<file path="src/rtl/hazard_pkg.sv">
// rtl/hazard_pkg.sv - shared types, forwarding codes and select helper for hazard_ctrl
package hazard_pkg;

    typedef enum logic [1:0] {
        RUN      = 2'd0,
        MEM_WAIT = 2'd1,
        REDIRECT = 2'd2
    } state_t;

    localparam logic [1:0] FWD_RF    = 2'b00;
    localparam logic [1:0] FWD_EXMEM = 2'b01;
    localparam logic [1:0] FWD_MEMWB = 2'b10;

    // The younger producer (EX/MEM) wins over MEM/WB; r0 is never forwarded.
    function automatic logic [1:0] fwd_sel(
        input logic [4:0] src,
        input logic [4:0] mem_rd,
        input logic       mem_we,
        input logic [4:0] wb_rd,
        input logic       wb_we
    );
        logic [1:0] sel;
        sel = FWD_RF;
        if (src != 5'd0) begin
            if (mem_we && (mem_rd == src)) begin
                sel = FWD_EXMEM;
            end else if (wb_we && (wb_rd == src)) begin
                sel = FWD_MEMWB;
            end
        end
        return sel;
    endfunction

endpackage

</file>
<file path="src/rtl/forward_unit.sv">
// rtl/forward_unit.sv - combinational EX operand forwarding selects
module forward_unit
    import hazard_pkg::*;
(
    input  logic [4:0] i_ex_rs,
    input  logic [4:0] i_ex_rt,
    input  logic [4:0] i_mem_rd,
    input  logic       i_mem_reg_write,
    input  logic [4:0] i_wb_rd,
    input  logic       i_wb_reg_write,
    output logic [1:0] o_fwd_a,
    output logic [1:0] o_fwd_b
);

    assign o_fwd_a = fwd_sel(i_ex_rs, i_mem_rd, i_mem_reg_write, i_wb_rd, i_wb_reg_write);
    assign o_fwd_b = fwd_sel(i_ex_rt, i_mem_rd, i_mem_reg_write, i_wb_rd, i_wb_reg_write);

endmodule

</file>
<file path="src/rtl/hazard_ctrl.sv">
// rtl/hazard_ctrl.sv - 5-stage pipeline stall/flush/freeze sequencer with forwarding selects
// HAZARD_FORWARDING_EN enables EX forwarding; without it RAW hazards on EX/MEM producers stall.
module hazard_ctrl
    import hazard_pkg::*;
#(
    parameter int MEM_TIMEOUT = 255,
    parameter int CNT_W       = 32
) (
    input  logic             clk,
    input  logic             rst_n,
    input  logic [4:0]       id_rs,
    input  logic [4:0]       id_rt,
    input  logic             id_uses_rs,
    input  logic             id_uses_rt,
    input  logic [4:0]       ex_rs,
    input  logic [4:0]       ex_rt,
    input  logic [4:0]       ex_rd,
    input  logic             ex_reg_write,
    input  logic             ex_mem_read,
    input  logic [4:0]       mem_rd,
    input  logic             mem_reg_write,
    input  logic [4:0]       wb_rd,
    input  logic             wb_reg_write,
    input  logic             ex_redirect,
    input  logic             dmem_req,
    input  logic             dmem_ready,
    input  logic             imem_ready,
    output logic             hold_pc,
    output logic             hold_if_id,
    output logic             bubble_id_ex,
    output logic             flush_if_id,
    output logic             freeze,
    output logic [1:0]       fwd_a,
    output logic [1:0]       fwd_b,
    output logic             mem_timeout_err,
    output logic [CNT_W-1:0] stall_cycles,
    output logic [CNT_W-1:0] redirect_cnt
);

    localparam int              TO_W   = $clog2(MEM_TIMEOUT + 1);
    localparam logic [TO_W-1:0] TO_MAX = TO_W'(MEM_TIMEOUT);

    state_t            r_state;
    state_t            w_next;
    logic              r_rd_pend;
    logic [TO_W-1:0]   r_to_cnt;
    logic              r_timeout_err;
    logic [CNT_W-1:0]  r_stall_cycles;
    logic [CNT_W-1:0]  r_redirect_cnt;

    logic w_frz, w_load_use, w_raw, w_eval;
    logic w_redir_acc, w_to_inc, w_to_clr, w_pend_set, w_pend_clr;

    assign w_frz      = dmem_req & ~dmem_ready;
    assign w_load_use = ex_mem_read & ex_reg_write & (ex_rd != 5'd0) &
                        ((id_uses_rs & (ex_rd == id_rs)) | (id_uses_rt & (ex_rd == id_rt)));

`ifdef HAZARD_FORWARDING_EN
    assign w_raw = w_load_use;

    forward_unit u_forward_unit (
        .i_ex_rs         (ex_rs),
        .i_ex_rt         (ex_rt),
        .i_mem_rd        (mem_rd),
        .i_mem_reg_write (mem_reg_write),
        .i_wb_rd         (wb_rd),
        .i_wb_reg_write  (wb_reg_write),
        .o_fwd_a         (fwd_a),
        .o_fwd_b         (fwd_b)
    );
`else
    // MEM/WB needs no stall: the register file writes through to the ID read.
    assign w_raw = w_load_use |
        (ex_reg_write & (ex_rd != 5'd0) &
         ((id_uses_rs & (ex_rd == id_rs)) | (id_uses_rt & (ex_rd == id_rt)))) |
        (mem_reg_write & (mem_rd != 5'd0) &
         ((id_uses_rs & (mem_rd == id_rs)) | (id_uses_rt & (mem_rd == id_rt))));

    assign fwd_a = FWD_RF;
    assign fwd_b = FWD_RF;

    logic w_unused;
    assign w_unused = ^{ex_rs, ex_rt, wb_rd, wb_reg_write};
`endif

    always_comb begin
        hold_pc      = 1'b0;
        hold_if_id   = 1'b0;
        bubble_id_ex = 1'b0;
        flush_if_id  = 1'b0;
        freeze       = 1'b0;
        w_next       = r_state;
        w_eval       = 1'b0;
        w_redir_acc  = 1'b0;
        w_to_inc     = 1'b0;
        w_to_clr     = 1'b0;
        w_pend_set   = 1'b0;
        w_pend_clr   = 1'b0;

        case (r_state)
            RUN: begin
                if (w_frz) begin
                    {freeze, hold_pc, hold_if_id} = 3'b111;
                    w_to_clr = 1'b1;
                    w_next   = MEM_WAIT;
                end else begin
                    w_eval = 1'b1;
                end
            end
            MEM_WAIT: begin
                // EX is held while frozen, so a redirect is re-presented on the exit cycle.
                if (!dmem_ready) begin
                    {freeze, hold_pc, hold_if_id} = 3'b111;
                    w_to_inc = 1'b1;
                end else begin
                    w_eval     = 1'b1;
                    w_pend_clr = 1'b1;
                    w_next     = r_rd_pend ? REDIRECT : RUN;
                end
            end
            REDIRECT: begin
                if (w_frz) begin
                    {freeze, hold_pc, hold_if_id} = 3'b111;
                    w_to_clr   = 1'b1;
                    w_pend_set = 1'b1;
                    w_next     = MEM_WAIT;
                end else begin
                    // The word returned on the imem_ready cycle is wrong-path and dropped too.
                    flush_if_id = 1'b1;
                    hold_pc     = 1'b1;
                    if (imem_ready) begin
                        w_next = RUN;
                    end
                end
            end
            default: w_next = RUN;
        endcase

        if (w_eval) begin
            if (ex_redirect) begin
                flush_if_id  = 1'b1;
                bubble_id_ex = 1'b1;
                w_redir_acc  = 1'b1;
                if (!imem_ready) begin
                    w_next = REDIRECT;
                end
            end else if (w_raw) begin
                {hold_pc, hold_if_id, bubble_id_ex} = 3'b111;
            end
        end
    end

    always_ff @(posedge clk or negedge rst_n) begin
        if (!rst_n) begin
            r_state        <= RUN;
            r_rd_pend      <= 1'b0;
            r_to_cnt       <= '0;
            r_timeout_err  <= 1'b0;
            r_stall_cycles <= '0;
            r_redirect_cnt <= '0;
        end else begin
            r_state <= w_next;
            if (w_pend_set) begin
                r_rd_pend <= 1'b1;
            end else if (w_pend_clr) begin
                r_rd_pend <= 1'b0;
            end
            if (w_to_clr) begin
                r_to_cnt <= '0;
            end else if (w_to_inc && (r_to_cnt != TO_MAX)) begin
                r_to_cnt <= r_to_cnt + 1'b1;
            end
            if (w_to_inc && (r_to_cnt == TO_MAX - 1'b1)) begin
                r_timeout_err <= 1'b1;
            end
            if (hold_pc && (r_stall_cycles != '1)) begin
                r_stall_cycles <= r_stall_cycles + 1'b1;
            end
            if (w_redir_acc && (r_redirect_cnt != '1)) begin
                r_redirect_cnt <= r_redirect_cnt + 1'b1;
            end
        end
    end

    assign mem_timeout_err = r_timeout_err;
    assign stall_cycles    = r_stall_cycles;
    assign redirect_cnt    = r_redirect_cnt;

endmodule

</file>
<file path="config.mk">
export PLATFORM = sky130hd
export DESIGN_NAME = hazard_ctrl
export DESIGN_NICKNAME = d
export VERILOG_FILES = /design/src/rtl/hazard_pkg.sv /design/src/rtl/forward_unit.sv /design/src/rtl/hazard_ctrl.sv
export SDC_FILE = /design/constraint.sdc
export NUM_CORES = 1
export LEC_CHECK = 0
export BUFFER_PORTS_ARGS = -buffer_cell sky130_fd_sc_hd__buf_2
export CELL_PAD_IN_SITES_DETAIL_PLACEMENT = 1
export CELL_PAD_IN_SITES_GLOBAL_PLACEMENT = 1
export CORE_MARGIN = 8
export CORE_UTILIZATION = 43
export DETAILED_ROUTE_END_ITERATION = 8
export PLACE_DENSITY = 0.95
export SKIP_CTS_REPAIR_TIMING = 1
export SLEW_MARGIN = 20
export SYNTH_ARGS = -nofsm -noshare
export SYNTH_HDL_FRONTEND = slang
export SYNTH_SLANG_ARGS = --single-unit
</file>
<file path="constraint.sdc">
create_clock -name clk -period 3.6 [get_ports clk]
set_input_delay 0 -clock clk [delete_from_list [all_inputs] [get_ports clk]]
set_output_delay 0 -clock clk [all_outputs]
set_load 0.05 [all_outputs]
</file>
==> results.md <==
Route:
- The number of DRC violations after detailed routing is 0.
- The post-detailed-route wirelength per cell is 18.89 µm.
- The first detailed-routing pass ran for 4 iterations.
- For this block, the routed nets add up to 11940 µm of wire.
- The post-route antenna net violation count is 0.
- The average vias per placed instance is 5.429.
- The number of vias in the routed layout is 3431.
- For this block, the initial DRC count from the detailed router was 115.

Layout:
- The area growth from synthesis to final layout is 19.60%.
- The diode insertion count for antenna repair is 0.
- At the end of the flow, the number of nets in the layout was 549.
- The share of layout cells above drive strength 1 is 26.24%.
- Cells fill 53.13% of the core in the end.

STA:
- The final worst-path setup slack is 1.157 ns.
- The total count of hold-check failures in the final report is 0.
- The share of the clock period used by the worst path is 67.86%.
- The maximum clock rate is 0.4094 GHz.
- Setup repair after global routing left no endpoint under its margin.
- The final max-slew violation count came to 0.
- Summed over all failing endpoints, the final setup total negative slack is 0 ns.
- The worst slew slack as a fraction of its limit is 35.87%.
- The worst-case clock skew is 0.008377 ns.
- The final setup violation count is 0.
- At the pin with the least slew margin, the transition time is 0.9620 ns.
- The shortest clock period the worst path allows after layout is 2.443 ns.

Worst setup path:
- The endpoint required time on the critical path is 3.83 ns.
- STA classifies the critical path startpoint as a flop.
- The kind of end point of the critical path is a flop.
- The number of cells traversed by the worst register-to-register path is 6.
- Along the worst path, the maximum fanout reaches 10.
- The source of the critical timing path is r_state[0]$_DFF_PN0_.
- The worst reg-to-reg setup slack is 1.16 ns.
- The worst setup path is of the flop to flop kind.
- The endpoint identified for the worst register-to-register timing path is redirect_cnt[27]$_DFFE_PN0P_.
- The arrival time reported for the critical path endpoint is 2.67 ns.
- The launch point of the worst reg-to-reg path is r_state[0]$_DFF_PN0_.

Outcome:
- The run finished with clean final reports.

Placed design:
- The worst setup slack before clock tree synthesis is 1.165 ns.
- The half-perimeter wire length of the detailed placement result is 8841 µm.
- The number of buffers inserted by port buffering is 99.
- At the end of routability-driven placement, the weighted congestion stood at 0.8770.

Global routing:
- After global routing the overflow that remains totals 0.
- Entering global routing, the biggest net connects 77 pins.
- The global router's overall resource usage is 18.76%.
- The initial antenna violation count is 0.
- The first global-routing pass estimated 19780 µm of wire.
- The via count of the first global-routing pass is 3912.

Min path:
- The beginning of the worst hold path is dmem_req.
- The path class of the tightest hold or removal check is primary input to flop.
- The worst hold path passes through 3 cells.
- The worst hold endpoint is r_rd_pend$_DFFE_PN0P_.

Yosys:
- The distinct cell type count of the synthesized netlist is 54.
- The cell area that synthesis handed to floorplanning was 0.004124 mm².
- During synthesis, Yosys emitted a total of 0 warnings.
- Sorting the synthesized cells by how often they occur yields sky130_fd_sc_hd__dfrtp_1 (76), sky130_fd_sc_hd__xnor2_1 (49), sky130_fd_sc_hd__xor2_1 (39).
- After synthesis, flip-flops and latches occupy 46.12% of the total area.
- Yosys attributes the largest share of cell area to sky130_fd_sc_hd__dfrtp_1 (46%), sky130_fd_sc_hd__xnor2_1 (10%), sky130_fd_sc_hd__xor2_1 (8.3%).
- The top-area cell type share of the netlist area is 46.12%.
- The synthesized design contains 0 enable-type register cells.
- In this run, synthesis produced a sequential element count of 76.
- The gate count after technology mapping is 396.
- The most instantiated library cell after synthesis is sky130_fd_sc_hd__dfrtp_1.
- Of all cell types, the one taking the most synthesized area is sky130_fd_sc_hd__dfrtp_1.
- The dominant synthesized flop cell is sky130_fd_sc_hd__dfrtp_1.
- The average size of a mapped cell is 10.41 µm².
- The fraction of registers with async set/reset is 100.0%.

Power:
- In this run the power spent charging and discharging nets is 0.001043 W.
- For this design the static power due to leakage is 2.156 nW.
- Power spread over the standard cell area amounts to 517.1 mW/mm².
- Net switching is 40.88% of the power.
- Internal power comes to 0.001508 W.
- In this run, flip-flops and latches consume 42.5% of the power.
- The share of total power dissipated in the clock network is 25.8%.
- The combinational cell fraction of total power is 31.7%.
- IR analysis of the VDD net gives a maximum drop of 0.4855 mV.

Floorplan:
- The die is 113.9 µm tall.
- The total area inside the core boundary comes to 0.009284 mm².
- Pin placement for this block handled 121 I/O pins.
- The die boundary width is 113.9 µm.
- The die covers 0.01298 mm².
- The initial utilization of the core area, before any placement, comes to 44.42%.
- The row count is 35.

Clock tree:
- The number of sinks handled by clock tree synthesis is 76.
- The clock tree root buffer cell is sky130_fd_sc_hd__clkbuf_8.
- In this run, CTS created clock tree buffers numbering 9.
- Counting along the longest clock path gives a buffer depth of 2.
- The later pin in the worst-skew pair is clocked with a latency of 0.35 ns.
- The clock tree from TritonCTS is built.
- Clock-pin slew was measured on the worst setup and hold paths at 0.08 ns.
- In this run the number of H-tree levels came out at 3.

Run:
- The count of maximum capacitance violations is 0.
[cell usage in the layout (no fill, tap or decap), drive strengths merged, types with 4 or more instances in the layout]
master	n
conb	4
nand2	30
o21ai	6
clkbuf	12
clkinv	4
and3	20
xor2	39
nor4b	5
inv	7
nor3	12
nand4	21
and4	9
nand3	32
buf	102
dfrtp	76
nor2	17
ha	4
nor3b	6
xnor2	49
nor4	14
[metal layers]
layer / GRT usage (%) / up-vias / share of wire (%)
met5: 0 / - / 0
met4: 5.856 / 0 / 1.6
met3: 4.068 / 18 / 3.9
met2: 35.84 / 74 / 55
met1: 19.92 / 1735 / 39
li1: - / 1604 / -
[worst max-delay path by stage]
stage / endpoint / slack (ns) / cells after the start
4_1_cts: redirect_cnt[27]$_DFFE_PN0P_ / 1.14 / 6
3_5_place_dp: redirect_cnt[27]$_DFFE_PN0P_ / 1.16 / 6
2_1_floorplan: stall_cycles[15]$_DFFE_PN0P_ / 1.24 / 8
6_report: redirect_cnt[27]$_DFFE_PN0P_ / 1.16 / 6
5_1_grt: redirect_cnt[29]$_DFFE_PN0P_ / 0.97 / 6
3_3_place_gp: redirect_cnt[27]$_DFFE_PN0P_ / 1.20 / 6
[layout make-up]
class                           count  area [µm²]
Tap cell                          129       161.4
Fill cell                        1100        4352
Inverter                            8       30.03
Clock inverter                      4       48.80
Sequential cell                    76        1902
Clock buffer                       12       145.1
Timing Repair Buffer              105       550.5
Multi-Input combinational cell    298        2095
[sequential cells by signal, summed over array words and instances, names as in the netlist]
register,count
stall_cycles,32
redirect_cnt,32
r_rd_pend,1
r_to_cnt,8
r_state,2
mem_timeout_err,1
[per-stage QoR]
stage          power (W)  area, µm²  std cells  hold slack (ns)
2_1_floorplan   0.001666       4135        399          -0.2956
3_3_place_gp    0.001851       4708        613           0.2047
3_5_place_dp    0.001905       4708        613           0.2113
4_1_cts         0.002575       4902        629          -0.1613
5_1_grt         0.002673       4932        632          0.05701
6_report        0.002550       4932        632          0.01369
[power groups by stage]
stage | combinational (W) | clock, W | sequential, W
2_1_floorplan | 0.000318 | 0 | 0.00135
3_3_place_gp | 0.000769 | 0 | 0.00108
3_5_place_dp | 0.000806 | 0 | 0.00110
4_1_cts | 0.000815 | 0.000676 | 0.00108
5_1_grt | 0.000864 | 0.000707 | 0.00110
6_report | 0.000808 | 0.000658 | 0.00109
[logic make-up (layout without fill, tap and decap cells)]
group	count (synthesis)	in the layout	synth area share, %
buffers and inverters	25	129	3.367
adders and majority gates	4	4	1.214
DFF	76	76	46.12
other	1	4	0.09093
xor gates and xnor gates	88	88	18.69
muxes	3	3	0.8797
and+or+nand+nor	173	173	24.30
AOI/OAI and AO/OA	26	26	5.340
[critical path, cell delays in order (launching register included)]
cell	delay [ns]
sky130_fd_sc_hd__dfrtp_1	0.48
sky130_fd_sc_hd__o21ba_2	0.27
sky130_fd_sc_hd__nor3b_1	0.56
sky130_fd_sc_hd__nand2_1	0.20
sky130_fd_sc_hd__nor4_2	0.49
sky130_fd_sc_hd__nand4_1	0.17
sky130_fd_sc_hd__xnor2_1	0.15
Power figures use the tool's default switching activity.
